[config.mk]
export PLATFORM = sky130hd
export DESIGN_NAME = mac_accum_pipe
export DESIGN_NICKNAME = d
export VERILOG_FILES = /design/src/rtl/mac_accum_pipe.sv
export SDC_FILE = /design/constraint.sdc
export NUM_CORES = 1
export LEC_CHECK = 0
export BUFFER_PORTS_ARGS = -buffer_cell sky130_fd_sc_hd__buf_4
export CAP_MARGIN = 10
export CORE_ASPECT_RATIO = 0.8
export CORE_MARGIN = 4
export CORE_UTILIZATION = 63
export CTS_BUF_LIST = sky130_fd_sc_hd__clkbuf_8
export CTS_CLUSTER_DIAMETER = 80
export CTS_CLUSTER_SIZE = 14
export DETAILED_ROUTE_END_ITERATION = 10
export PLACE_DENSITY = 0.86
export SYNTH_ARGS = -nofsm -noshare
export SYNTH_HDL_FRONTEND = slang
export SYNTH_SLANG_ARGS = --single-unit
[constraint.sdc]
create_clock -name clock -period 6.6 [get_ports clock]
set_input_delay 1.32 -clock clock [delete_from_list [all_inputs] [get_ports clock]]
set_output_delay 1.32 -clock clock [all_outputs]
set_load 0.01 [all_outputs]
[src/rtl/mac_accum_pipe.sv]
`default_nettype none
// ============================================================================
// Module   : mac_accum_pipe
// Purpose  : Pipelined multiply-accumulate over framed windows of beats.
//            Product is registered through PIPELINE stages together with the
//            beat controls, then accumulated (optionally saturating) and the
//            window sum is presented one cycle after the closing beat.
// Revision : 1.0 - initial release
// ============================================================================
module mac_accum_pipe #(
    parameter int WIDTHA   = 8,
    parameter int WIDTHB   = 8,
    parameter int WIDTHP   = 32,
    parameter int PIPELINE = 2,
    parameter int SIGNED   = 1,
    parameter int SATURATE = 1
) (
    input  logic              clock,
    input  logic              aclr,
    input  logic              clken,
    input  logic              in_valid,
    input  logic              in_first,
    input  logic              in_last,
    input  logic [WIDTHA-1:0] dataa,
    input  logic [WIDTHB-1:0] datab,
    input  logic [WIDTHP-1:0] bias,
    output logic              out_valid,
    output logic [WIDTHP-1:0] result,
    output logic              overflow,
    output logic              busy
);

    localparam int              c_WPROD = WIDTHA + WIDTHB;
    localparam int              c_WEXT  = WIDTHP + 1;
    localparam int              c_TOP   = PIPELINE - 1;
    localparam logic            c_SX    = (SIGNED != 0);
    localparam logic            c_SAT   = (SATURATE != 0);
    localparam logic [WIDTHP-1:0] c_SMAX = {1'b0, {(WIDTHP-1){1'b1}}};
    localparam logic [WIDTHP-1:0] c_SMIN = {1'b1, {(WIDTHP-1){1'b0}}};
    localparam logic [WIDTHP-1:0] c_UMAX = {WIDTHP{1'b1}};

    // Operands widened to the full product width so a plain multiply yields
    // the exact signed or unsigned product in its low c_WPROD bits.
    logic [c_WPROD-1:0] w_a_ext;
    logic [c_WPROD-1:0] w_b_ext;
    logic [c_WPROD-1:0] w_prod;

    assign w_a_ext = {{WIDTHB{c_SX & dataa[WIDTHA-1]}}, dataa};
    assign w_b_ext = {{WIDTHA{c_SX & datab[WIDTHB-1]}}, datab};
    assign w_prod  = w_a_ext * w_b_ext;

    // Product pipeline with the beat controls and bias riding alongside.
    logic [c_WPROD-1:0]  r_prod [PIPELINE];
    logic [WIDTHP-1:0]   r_bias [PIPELINE];
    logic [PIPELINE-1:0] r_vld;
    logic [PIPELINE-1:0] r_first;
    logic [PIPELINE-1:0] r_last;

    // Shift product, bias and beat flags through PIPELINE register stages.
    always_ff @(posedge clock or posedge aclr) begin
        if (aclr) begin
            for (int i = 0; i < PIPELINE; i++) begin
                r_prod[i] <= '0;
                r_bias[i] <= '0;
            end
            r_vld   <= '0;
            r_first <= '0;
            r_last  <= '0;
        end else if (clken) begin
            r_prod[0]  <= w_prod;
            r_bias[0]  <= bias;
            r_vld[0]   <= in_valid;
            r_first[0] <= in_first;
            r_last[0]  <= in_last;
            for (int i = 1; i < PIPELINE; i++) begin
                r_prod[i]  <= r_prod[i-1];
                r_bias[i]  <= r_bias[i-1];
                r_vld[i]   <= r_vld[i-1];
                r_first[i] <= r_first[i-1];
                r_last[i]  <= r_last[i-1];
            end
        end
    end

    // Accumulator state.
    logic [WIDTHP-1:0] r_acc;
    logic              r_flag;
    logic              r_open;
    logic              r_done;

    logic [WIDTHP-1:0] w_base;
    logic [c_WEXT-1:0] w_base_ext;
    logic [c_WEXT-1:0] w_prod_ext;
    logic [c_WEXT-1:0] w_sum;
    logic              w_ovf;
    logic [WIDTHP-1:0] w_clamp;
    logic [WIDTHP-1:0] w_acc_next;
    logic              w_flag_next;

    // Add the extended product to bias (window start) or the running sum,
    // detect range overflow one bit above WIDTHP and pick the clamp value.
    always_comb begin
        w_base      = r_first[c_TOP] ? r_bias[c_TOP] : r_acc;
        w_base_ext  = {c_SX & w_base[WIDTHP-1], w_base};
        w_prod_ext  = {{(c_WEXT-c_WPROD){c_SX & r_prod[c_TOP][c_WPROD-1]}}, r_prod[c_TOP]};
        w_sum       = w_base_ext + w_prod_ext;
        w_ovf       = c_SX ? (w_sum[WIDTHP] ^ w_sum[WIDTHP-1]) : w_sum[WIDTHP];
        // For signed sums the extra top bit is the true sign: set means the
        // sum went below the minimum. Unsigned sums can only overflow upward.
        w_clamp     = c_SX ? (w_sum[WIDTHP] ? c_SMIN : c_SMAX) : c_UMAX;
        w_acc_next  = (w_ovf && c_SAT) ? w_clamp : w_sum[WIDTHP-1:0];
        w_flag_next = (r_first[c_TOP] ? 1'b0 : r_flag) | w_ovf;
    end

    // Accumulate valid beats and track the open window and its sticky flag.
    always_ff @(posedge clock or posedge aclr) begin
        if (aclr) begin
            r_acc  <= '0;
            r_flag <= 1'b0;
            r_open <= 1'b0;
            r_done <= 1'b0;
        end else if (clken) begin
            r_done <= 1'b0;
            if (r_vld[c_TOP]) begin
                r_acc  <= w_acc_next;
                r_flag <= w_flag_next;
                r_done <= r_last[c_TOP];
                if (r_last[c_TOP]) begin
                    r_open <= 1'b0;
                end else if (r_first[c_TOP]) begin
                    r_open <= 1'b1;
                end
            end
        end
    end

    // Present the closed window's sum and flag for one enabled cycle.
    always_ff @(posedge clock or posedge aclr) begin
        if (aclr) begin
            out_valid <= 1'b0;
            result    <= '0;
            overflow  <= 1'b0;
        end else if (clken) begin
            out_valid <= r_done;
            if (r_done) begin
                result   <= r_acc;
                overflow <= r_flag;
            end
        end
    end

    // Busy covers beats in flight, an open window and a pending result.
    assign busy = (|r_vld) | r_open | r_done;

endmodule
`default_nettype wire
==> impl_results.md <==
* Vias post-DR at just under 8k
* Cell taking the most area after synthesis: dfrtp_1
* Postcts setup bufs at 0
* Number of synthesized register bits at between 150 and 200
* Die area at about 20000 sq um
* Drt first pass iters at 5
* Post_cts resized at 0
* Initial antenna violation count at 0
* Slew Limit Headroom at 31.69%
* Largest net degree at the start of global routing at between 70 and 80
* WHS Endpoint: r_open
* Fin nets at about 1.3k
* Avg Synthesized Cell Area at roughly 11 sq um
* PwrDens at 514.3 nW/um^2
* Clk buf depth at 2
* Post-route setup slack at 1.313 ns
* Endpoints failing hold at 0
* Count of cell types in the netlist at 65
* DRC at 0
* Fin Setup TNS at 0 ns
* Ys flop type: dfrtp_1
* Hpwl dp at 17880 um
* Slew Limit Fails at 0
* N_diodes at 0
* Final wirelength at around 24000 um
* Leakage at 5.835 nW
* Maxcap violations at 0
* CP Data Arrival Time at approximately 5.6 ns
* Hold path cells at 1
* Clock tree sinks at 171
* Initial core utilization at 64.81%
* Routed vias/inst at 5.939
* Number of global-route vias before repair at 8151
* Clock transition at path regs at 0.09 ns
* Final setup violation count at 0
* Fin util at a little under three quarters
* Io pins at roughly 90
* Worst-Skew Late Latency at 0.46 ns
* Die H at around 130 um
* Routability congestion estimate at 0.9199
* Depth of the most critical reg-to-reg path at 12
* Post-route ant nets at 0
* Area contributors post-synth: dfrtp_1 38%, mux2_2 16%, fa_1 9.9%
* Number of DRC markers in iteration 0 at 672
* Root Buffer: clkbuf_8
* Worst path required time at 6.96 ns
* Worst min path class: flip-flop to flip-flop
* TritonCTS clock tree: yes
* Overflow after GRT at 0
* Crit end category: flip-flop
* CTS buffer count at 17
* Gr usage total at 24.93%
* Worst Tran Pin Value at a little over 1 ns
* Setup slack at placement at between 0.9 and 1 ns
* RSZ-0062 raised after global routing: no
* Fmax at 0.1891 GHz
* Flop2flop setup slack at 1.91 ns
* Port bufs at 88
* Die X at 157.9 um
* Clk_skew at 0.01232 ns
* CP startpoint kind: primary input
* Core area at 17490 sq um
* Status: complete, no violations
* Commonest non-fill, non-tap cell in the layout: dfrtp_1
* Crit Path Category: primary input to flip-flop
* Final min period at 5.287 ns
* Routed len/inst at 18.16 um
* First-pass GRT wire length at ~41000 um
* Worst hold path startpoint: r_last[1]
* Synth-to-layout area growth at 10.59%
* Warnings, synthesis at 0
* Worst hold margin at 0.4801 ns
* Post-synth top area share at 37.76%
* Commonest cells after routing, fill and taps aside: 171 x dfrtp_1, 158 x mux2_2, 110 x inv_1
* Syn Inst Count at 1031
* CTS hold repair buffers at 0
* Cell area after synthesis at 11330 sq um
* Syn nets at 1202
* Tcrit/Tclk final at 80.11%
* Crit-path max FO at 8
* Max IR drop VDD at 0.0003233 V
* Async SR Flop Fraction at 100.0%
* Design Power at about 6.4 mW
* Reg2reg start: r_first[1]
* Sequential share of the synthesized area at 37.76%
* H-tree depth reported by CTS at 4
* Reg2reg end: r_acc[26]
* Layout cell share with drive strength beyond 1 at between 20% and 30%
* Placement row count at 43
* EDFF count, synth at 0
-- stage by stage --
step | area, sq um | instances
global placement | 12130 | 1305
detailed placement | 12130 | 1305
global route | 12530 | 1336
finish | 12530 | 1336
floorplan | 11330 | 1031
CTS | 12530 | 1336
-- area by class of cell --
cell class	instances	area (sq um)
multi-input combinational	704	6431
clock buffer	17	234.0
timing repair buffer	96	720.7
tap	225	281.5
fill	1247	4954
clock inverter	14	171.4
inverter	109	414.1
sequential	171	4279
-- synthesized netlist by cell type, types with 3 or more instances --
cell / count
mux2i_1: 4
nor2b_1: 3
o211ai_1: 7
a21boi_0: 3
buf_1: 5
buf_6: 3
xnor2_1: 24
and3_1: 4
o21ai_0: 29
o21a_1: 6
nand4_1: 9
o21bai_1: 5
mux2_2: 158
and2_1: 45
a211oi_1: 6
maj3_2: 15
fa_1: 56
a21oi_1: 49
clkbuf_2: 3
nand3b_1: 5
nand2_1: 65
o31ai_1: 4
ha_1: 61
o21ai_2: 11
o21ai_1: 19
nor2_1: 24
xor2_1: 14
nand3_1: 7
buf_2: 5
a21o_1: 18
nor3_1: 6
inv_1: 109
nand2b_1: 10
clkbuf_1: 30
dfrtp_1: 171
-- cells by family after synthesis --
kind of cell	Yosys count	share of synthesized area (%)
DFF	171	37.76
xor gates and xnor gates	40	3.323
muxes	162	16.05
AOI/OAI and AO/OA	180	10.58
adders and majority gates	133	18.21
and+or+nand+nor	189	8.590
buffers and inverters	156	5.487
-- sequential cells by signal, summed over array words and instances, names as in the netlist --
register / count
out_valid: 1
overflow: 1
r_acc: 32
r_bias: 64
r_done: 1
r_first: 2
r_flag: 1
r_last: 2
r_open: 1
r_prod: 32
r_vld: 2
result: 32
-- worst max-delay path, cell delays in order --
cell and delay [ns]:
buf_4 0.14, and2_1 0.17, fa_1 0.53, inv_1 0.05, fa_1 0.47, inv_1 0.05
fa_1 0.53, inv_1 0.05, fa_1 0.52, inv_1 0.04, ha_1 0.32, o21ai_0 0.11
a21boi_0 0.15, o21ai_0 0.21, a21oi_1 0.12, o21ai_0 0.20, a21oi_1 0.13, or2_2 0.29
o211ai_1 0.22
-- worst max path at each step --
stage              from         end  slack [ns]  cells after the start
5_1_grt        dataa[3]  r_prod[30]        0.99                     19
3_3_place_gp   dataa[3]  r_prod[30]        1.04                     19
4_1_cts        dataa[3]  r_prod[30]        1.34                     19
6_report       dataa[3]  r_prod[30]        1.31                     19
3_5_place_dp   dataa[3]  r_prod[30]        0.92                     19
2_1_floorplan      aclr   out_valid        0.65                      1
-- metal layers --
metal / routed length [um] / track usage [%] / vias to the layer above
met2: 11150 / 38.09 / 245
met4: 371 / 6.319 / 0
met1: 11360 / 37.07 / 3999
met3: 1386 / 4.860 / 37
li1: - / - / 3653
met5: 0 / 0 / -
-- power by group --
part | switching, mW | total [mW] | internal [mW]
registers | 0.265 | 1.66 | 1.40
logic | 2.22 | 4.01 | 1.79
clock network | 0.396 | 0.771 | 0.375
total | 2.88 | 6.44 | 3.57
(Power assumes the default switching activity.)
